===== config.mk =====
export PLATFORM = sky130hd
export DESIGN_NAME = dispense_sequencer
export DESIGN_NICKNAME = d
export VERILOG_FILES = /design/src/rtl/dispense_sequencer.sv
export SDC_FILE = /design/constraint.sdc
export NUM_CORES = 1
export LEC_CHECK = 0
export CAP_MARGIN = 20
export CORE_MARGIN = 4
export CORE_UTILIZATION = 53
export DETAILED_ROUTE_END_ITERATION = 7
export PLACE_DENSITY = 0.78
export SLEW_MARGIN = 20
export SYNTH_ARGS = -nofsm -noshare
export SYNTH_HDL_FRONTEND = slang
export SYNTH_SLANG_ARGS = --single-unit

===== constraint.sdc =====
create_clock -name clk -period 4.25 [get_ports clk]
set_input_delay 0.6375 -clock clk [delete_from_list [all_inputs] [get_ports clk]]
set_output_delay 0.6375 -clock clk [all_outputs]
set_load 0.01 [all_outputs]

===== src/rtl/dispense_sequencer.sv =====
// Vending actuator sequencer: queues item/change jobs (up to two per clock) and plays them out
// one at a time as fixed-length pulses separated by idle gaps. Jobs that do not fit are dropped and flagged.
module dispense_sequencer #(
  parameter int PULSE_CYCLES = 4,
  parameter int GAP_CYCLES   = 2
) (
  input  logic       clk,
  input  logic       rst,
  input  logic [1:0] out_code,
  input  logic [1:0] change_code,
  output logic       motor_std,
  output logic       motor_special,
  output logic       coin5_sol,
  output logic       coin10_sol,
  output logic       reject_sol,
  output logic       busy,
  output logic       job_done,
  output logic       overflow,
  output logic       code_err,
  output logic [7:0] vend_count
);

  localparam logic [2:0] JOB_STD     = 3'd0;
  localparam logic [2:0] JOB_SPECIAL = 3'd1;
  localparam logic [2:0] JOB_C5      = 3'd2;
  localparam logic [2:0] JOB_C10     = 3'd3;
  localparam logic [2:0] JOB_REJECT  = 3'd4;

  localparam logic [3:0] PULSE_LAST = 4'(PULSE_CYCLES - 1);
  localparam logic [3:0] GAP_LAST   = 4'(GAP_CYCLES - 1);

  typedef enum logic [1:0] {IDLE = 2'd0, PULSE = 2'd1, GAP = 2'd2} state_t;

  state_t     state_q, state_d;
  logic [3:0] timer_q, timer_d;
  logic [2:0] job_q, job_d;
  logic [4:0] act_q, act_d;
  logic       job_done_q, job_done_d;
  logic       overflow_q, overflow_d;
  logic       code_err_q, code_err_d;
  logic [7:0] vend_q, vend_d;
  logic [2:0] mem_q [8];
  logic [2:0] mem_d [8];
  logic [2:0] wr_ptr_q, wr_ptr_d;
  logic [2:0] rd_ptr_q, rd_ptr_d;
  logic [3:0] count_q, count_d;

  logic       item_vld, chg_vld, item_push, chg_push, pop;
  logic [2:0] item_job, chg_job, head;
  logic [3:0] free;

  always_comb begin
    item_vld = (out_code == 2'b01) || (out_code == 2'b10);
    item_job = (out_code == 2'b01) ? JOB_STD : JOB_SPECIAL;
    chg_vld  = (change_code != 2'b00);
    case (change_code)
      2'b01:   chg_job = JOB_C5;
      2'b10:   chg_job = JOB_C10;
      default: chg_job = JOB_REJECT;
    endcase
    head = mem_q[rd_ptr_q];

    // The last gap clock pops directly so the idle time between pulses is exactly GAP_CYCLES.
    pop  = (count_q != 4'd0) &&
           ((state_q == IDLE) || ((state_q == GAP) && (timer_q == 4'd0)));
    free = 4'd8 - count_q + 4'(pop);

    // Item job has priority for the free slots; a same-clock pop frees one.
    item_push = item_vld && (free >= 4'd1);
    chg_push  = chg_vld && (free >= (item_push ? 4'd2 : 4'd1));

    mem_d = mem_q;
    if (item_push) mem_d[wr_ptr_q] = item_job;
    if (chg_push)  mem_d[wr_ptr_q + 3'(item_push)] = chg_job;
    wr_ptr_d = wr_ptr_q + 3'(item_push) + 3'(chg_push);
    rd_ptr_d = rd_ptr_q + 3'(pop);
    count_d  = count_q + 4'(item_push) + 4'(chg_push) - 4'(pop);

    overflow_d = overflow_q | (item_vld & ~item_push) | (chg_vld & ~chg_push);
    code_err_d = code_err_q | (out_code == 2'b11);

    state_d    = state_q;
    timer_d    = timer_q;
    job_d      = job_q;
    act_d      = act_q;
    job_done_d = 1'b0;
    vend_d     = vend_q;

    if (pop) begin
      state_d = PULSE;
      timer_d = PULSE_LAST;
      job_d   = head;
      act_d   = 5'b00001 << head;
    end else begin
      case (state_q)
        PULSE: begin
          if (timer_q == 4'd0) begin
            state_d    = GAP;
            timer_d    = GAP_LAST;
            act_d      = 5'b00000;
            job_done_d = 1'b1;
            if (((job_q == JOB_STD) || (job_q == JOB_SPECIAL)) && (vend_q != 8'hFF))
              vend_d = vend_q + 8'd1;
          end else begin
            timer_d = timer_q - 4'd1;
          end
        end
        GAP: begin
          if (timer_q == 4'd0) state_d = IDLE;
          else timer_d = timer_q - 4'd1;
        end
        default: ;
      endcase
    end
  end

  always_ff @(posedge clk or negedge rst) begin
    if (!rst) begin
      state_q    <= IDLE;
      timer_q    <= 4'd0;
      job_q      <= JOB_STD;
      act_q      <= 5'b00000;
      job_done_q <= 1'b0;
      overflow_q <= 1'b0;
      code_err_q <= 1'b0;
      vend_q     <= 8'd0;
      mem_q      <= '{default: 3'd0};
      wr_ptr_q   <= 3'd0;
      rd_ptr_q   <= 3'd0;
      count_q    <= 4'd0;
    end else begin
      state_q    <= state_d;
      timer_q    <= timer_d;
      job_q      <= job_d;
      act_q      <= act_d;
      job_done_q <= job_done_d;
      overflow_q <= overflow_d;
      code_err_q <= code_err_d;
      vend_q     <= vend_d;
      mem_q      <= mem_d;
      wr_ptr_q   <= wr_ptr_d;
      rd_ptr_q   <= rd_ptr_d;
      count_q    <= count_d;
    end
  end

  assign motor_std     = act_q[0];
  assign motor_special = act_q[1];
  assign coin5_sol     = act_q[2];
  assign coin10_sol    = act_q[3];
  assign reject_sol    = act_q[4];
  assign job_done      = job_done_q;
  assign overflow      = overflow_q;
  assign code_err      = code_err_q;
  assign vend_count    = vend_q;
  assign busy          = (count_q != 4'd0) || (state_q != IDLE);

endmodule


# After elaboration in Yosys (flattened, before gate mapping)
# Index checks and enable logic that the tools add are counted.
[op_classes]
n_addsub = 10
n_mux = 28
n_eq_ne = 12
reduce_logical = 24
n_shift = 1
n_lt_le_gt_ge = 7
n_bitwise = 11
[op_table]
columns = ["cell", "count"]
rows = [
  ["24-bit bitwise mux", 2],
  ["24-bit two-way mux", 2],
  ["3-bit demux with 3-bit select", 2],
  ["5-bit two-way mux", 3],
  ["4-bit by 1-bit adder with 4-bit output", 3],
  ["4-bit >= comparator (second input constant)", 3],
  ["3-bit two-way mux", 4],
  ["4-bit two-way mux", 3],
  ["3-bit NOT with 4-bit output", 3],
  ["3-bit by 1-bit adder with 3-bit output", 3],
  ["3-bit binary-select mux with 3-bit select", 1],
  ["8-bit by 1-bit adder with 8-bit output (second input constant)", 1],
  ["2-bit equality test (second input constant)", 4],
  ["4-bit by 1-bit less-than comparator with 1-bit output (second input constant)", 2],
  ["2-bit two-way mux", 4],
  ["8-bit != test (second input constant)", 1],
  ["4-bit case mux with 2 select lines", 1],
  ["2-bit nonzero test", 4],
  ["1-bit logical AND", 7],
  ["2-bit by 1-bit equality test with 1-bit output (second input constant)", 3],
  ["3-bit != test (second input constant)", 2],
  ["3-bit case mux with 2 select lines", 1],
  ["1-bit by 3-bit left shift with 5-bit output (first input constant)", 1],
  ["4-bit by 1-bit >= comparator with 1-bit output (second input constant)", 1],
  ["other kinds (20)", 32],
]
[word_totals]
out_inout_bits = 17
elab_cells = 112
inputBits = 6
register_bits = 59

# Logic depth before layout (Yosys ltp)
[depth]
word_depth = 15
mapped_depth = 25
depth_no_buf = 23

# Worst setup path before layout
# Ideal clock, no wire load.
[synth_path]
path_kind = "register to register"
start = "reg timer_q[0]"
end = "reg count_q[2]"
path_stages_with_launch = 24
path_buffers = 2
setup_slack_ps = -83
setup_ps = 123
t_arrival_ps = 4211
path_cell_list = "dfrtp_1 > inv_1 > ha_1 > or3b_1 > clkbuf_1 > nand2_2 > nand3b_2 > buf_2 > ha_1 > inv_1 > ha_1 > xor2_2 > nand3b_2 > nor2_1 > or2_2 > ha_1 > nand2b_1 > a21oi_1 > a21oi_1 > inv_1 > fa_1 > inv_1 > fa_1 > xnor2_1"
[synth_between]
elab_chain_cells = 12
[synth_lines]
columns = ["item", "line", "source"]
rows = [
  ["start, declared", "35", "logic [3:0] timer_q, timer_d;"],
  ["start signal, assigned", "133", "timer_q <= timer_d;"],
  ["4-bit logical NOT (*)", "65", "((state_q == IDLE) || ((state_q == GAP) && (timer_q == 4'd0)));"],
  ["1-bit logical AND (*)", "65", ""],
  ["1-bit logical OR (*)", "65", ""],
  ["1-bit logical AND (*)", "64", "pop = (count_q != 4'd0) &&"],
  ["4-bit by 1-bit adder with 4-bit output", "66", "free = 4'd8 - count_q + 4'(pop);"],
  ["4-bit by 1-bit >= comparator with 1-bit output", "69", "item_push = item_vld && (free >= 4'd1);"],
  ["1-bit logical AND", "69", ""],
  ["2-bit two-way mux", "70", "chg_push = chg_vld && (free >= (item_push ? 4'd2 : 4'd1));"],
  ["4-bit by 2-bit >= comparator with 1-bit output", "70", ""],
  ["1-bit logical AND", "70", ""],
  ["4-bit by 1-bit adder with 4-bit output", "77", "count_d = count_q + 4'(item_push) + 4'(chg_push) - 4'(pop);"],
  ["4-bit by 1-bit subtractor with 4-bit output (*)", "77", ""],
  ["named net count_d[2]", "46", "logic [3:0] count_q, count_d;"],
  ["end signal, assigned", "143", "count_q <= count_d;"],
  ["end, declared", "46", ""],
]
# The timed path passes the listed nets; every way through them passes the cells marked *.
# A chain may end at the register's enable or synchronous reset.

==> impl_metrics.yaml <==
logic_synthesis:
  ys_seq_area_share_pct: 43.53
  synth-async-reset-ratio_pct: 100.0
  syn_nets: 347
  syn_inst: 317
  avgSynthCellArea_sq_um: 10.52
  ys.flop_type: "dfrtp_1"
  synth-edff-count: 0
  ys_warn_count: 0
  ys_ff_latch: 58
  syn_area_sq_mm: 0.003334
  synth_cell_type_count: 46
drt:
  drcViolationCount: 0
  firstDrtPassIters: 4
  dr.first_iter.drc_count: 103
  ant_nets: 0
  avgRoutedWirePerCell_um: 15.99
  viasPerCell: 5.579
  finalWirelength_mm: 6.845
  vias: 2388
finish:
  fillers: 488
  syn_to_final_growth_pct: 17.34
  antennaDiodeCount: 0
  fin_cells: 428
  num-nets-final: 378
  layout-drive-gt1-share_pct: 15.86
critical_path:
  crit_type: "flop to flop"
  arrival_ns: 4.19
  path_cells: "inv_2, ha_1, or3b_4, nand2_2, nand3b_2, ha_1, inv_1, ha_1, xor2_2, nand3b_4, nor2_1, or2_2, inv_1, ha_1, ha_1, xnor2_1, a311oi_2, nand3_1, mux2_1"
  cp_top_family: "simple AND/OR/NAND/NOR gates"
  rrSetupSlack_ns: 0.28
  cp_common_cell: "ha_1"
  critical_path.max_stage_delay_ns: 0.42
  cp-start-kind: "flop"
  critPathMaxFanout: 6
  cp_num_buf_inv: 3
  cp.required_ns: 4.47
  endpoint_kind: "flop"
  crit_slowest_cell: "dfrtp_1"
timing:
  layout_min_cycle_time_ns: 3.969
  hold_viol: 0
  final-setup-viol-count: 0
  worst_pin_slew_ns: 0.7463
  clock-skew-final_ns: 0.008845
  tns_ns: 0
  final_max_slew_viol_count: 0
  rsz0062_at_grt: "no"
  worst_hold_slack_ns: 0.4407
  post-route-period-util_pct: 93.38
  fin_ws_ns: 0.2813
  fmax_ghz: 0.2520
  slew-limit-headroom_pct: 50.25
global_route:
  grt_pass1_vias: 2398
  grt_max_degree: 59
  grt.overflow.total: 0
  grt_pass1_wl_mm: 11.65
  grt_use_total_pct: 20.04
  antenna_found_initial: 0
die:
  dieArea_sq_mm: 0.007625
  die_x_um: 87.32
  core_sq_mm: 0.006026
  pin_count: 23
  die_y_um: 87.32
  initial_core_util_pct: 55.34
  rows: 28
power:
  internal_power_mw: 1.946
  power_switching_mw: 1.323
  p_sw_share_pct: 40.48
  pwr-share-clk_pct: 17.1
  power_density_mw_per_mm2: 835.5
  p_leak_nw: 1.942
  seqPwrFrac_pct: 30.5
  combPwrFrac_pct: 52.4
  peakVddDrop_mv: 0.5044
clocking:
  clk_latency_ns: 0.34
  numCtsBuffers: 9
  htreeDepth: 3
  clk_path_buf_depth: 2
  tritoncts: "built"
  ctsHoldBuffers: 0
  path_clk_slew_ns: 0.07
  root_buffer: "clkbuf_8"
  cts.sinks: 58
place:
  pre_cts_slack_ns: 0.1138
  io_buffers: 22
  dp_hpwl_mm: 4.870
  gp_congestion: 0.8007
  dp.cells: 411
run:
  cap_violations: 0
outcome:
  outcome: "completed"
min_path:
  hp-class: "primary input to asynchronous set/reset pin"
==> worst paths after layout <==
path,depth (start not counted),to,from
max,19,mem_q[0],timer_q[0]
min in group clk,1,overflow,overflow
max in group asynchronous,2,timer_q[1],rst
min reg2reg,1,overflow,overflow
min,2,vend_count[1],rst
max reg2reg,19,mem_q[0],timer_q[0]
==> cell type report <==
type	instances	area (sq um)	area share, %
clock inverter	7	93.84	2.398
inverter	31	116.4	2.974
multi-input combinational	217	1749	44.71
sequential	58	1453	37.13
tap	75	93.84	2.398
timing repair buffer	31	282.8	7.227
clock buffer	9	123.9	3.166
==> cell families after synthesis <==
logic type	after synthesis	synth area share [%]
adder cells (fa/ha/maj)	24	9.456
buffers and inverters	42	4.878
flip-flops	58	43.53
XOR/XNOR	16	4.428
multiplexers	44	15.87
AO/OA/AOI/OAI	36	7.430
AND/OR/NAND/NOR	97	14.41
==> cell usage in the layout, fill, tap and decap left out, types with 3 or more instances in the layout <==
cell type        synthesis  final
nor2_1                  22     22
buf_4                    0      9
nand2b_1                 4      4
mux2_1                   5      5
nor2b_1                  4      4
mux2i_1                 27     27
o21ai_1                 10     10
mux4_2                   6      6
dfrtp_1                 58     57
a21oi_1                  7      5
inv_1                   31     30
clkbuf_8                 0      9
xnor2_1                  8      8
clkdlybuf4s50_1          0     21
nand2_1                 30     29
o211ai_1                 3      3
xor2_1                   7      7
o21ai_0                  3      3
ha_1                    22     22
nand3_1                  9      8
mux2_2                   6      6
a32o_1                   3      3
nor3_1                   9      9
==> Yosys cell counts (2+ instances only) <==
master | number | area, sq um
ha_1 | 22 | 275.3
nand3_1 | 9 | 45.04
mux2_2 | 6 | 67.56
nor4_1 | 2 | 12.51
mux2i_1 | 27 | 270.3
xnor2_1 | 8 | 70.07
mux2_1 | 5 | 56.30
nand2_1 | 30 | 112.6
buf_2 | 4 | 20.02
nor3_1 | 9 | 45.04
and3_1 | 2 | 12.51
dfrtp_1 | 58 | 1451
o211ai_1 | 3 | 22.52
mux4_2 | 6 | 135.1
clkbuf_1 | 6 | 22.52
a21oi_1 | 7 | 35.03
a32oi_1 | 2 | 17.52
and2_1 | 2 | 12.51
or2_2 | 2 | 12.51
o21ai_1 | 10 | 50.05
a32o_1 | 3 | 30.03
nor2_1 | 22 | 82.58
nand3b_2 | 2 | 22.52
nand2b_1 | 4 | 25.02
or3b_1 | 2 | 17.52
nor2b_1 | 4 | 25.02
fa_1 | 2 | 40.04
inv_1 | 31 | 116.4
o21ai_0 | 3 | 15.01
a311oi_2 | 2 | 30.03
xor2_1 | 7 | 61.31
==> per-stage QoR <==
step	power (mW)	instance area [sq um]	utilization, %
2_1_floorplan	2.205	3347	-
3_3_place_gp	2.597	3670	60.90
3_5_place_dp	2.667	3670	60.90
4_1_cts	3.247	3887	64.51
5_1_grt	3.551	3913	64.93
6_report	3.269	3913	64.93
==> metal layers <==
layer	up-vias	part of all wire, %	wire [um]	global-route usage, %
met5	-	0	0	0
met4	0	1.2	84	7.671
met3	8	3.4	230	4.825
met2	47	50	3407	32.74
met1	1180	46	3123	25.68
li1	1153	-	-	-
==> registers in the layout (all words and copies together) (netlist names), 2 cells and up <==
register,flops
rd_ptr_q,3
count_q,4
wr_ptr_q,3
act_q,5
mem_q,24
timer_q,4
vend_count,8
job_q,2
state_q,2
==> worst register-to-register path: cells and delay by family (launching register included) <==
kind | cells | cell delay, ns
flip-flops | 1 | 0.42
multiplexers | 1 | 0.36
adder cells (fa/ha/maj) | 5 | 0.95
buffers and inverters | 3 | 0.22
XOR/XNOR | 2 | 0.41
AND/OR/NAND/NOR | 7 | 1.16
AO/OA/AOI/OAI | 1 | 0.33
==> power groups by stage <==
stage               clock network [mW]  registers [mW]  logic [mW]
finish                           0.560           0.997        1.71
global route                     0.604            1.03        1.92
CTS                              0.572           0.992        1.68
detailed placement                   0            1.00        1.67
global placement                     0           0.989        1.61
floorplan                            0           0.934        1.27
==> timing repair <==
item | 4_1_cts | 5_1_grt
hold endpoints to repair | 0 | 0
endpoints found under the setup margin | 0 | 23
gates resized for setup | 0 | 7
setup buffers | 0 | 1
No activity file was read; power rests on OpenSTA's default activity.
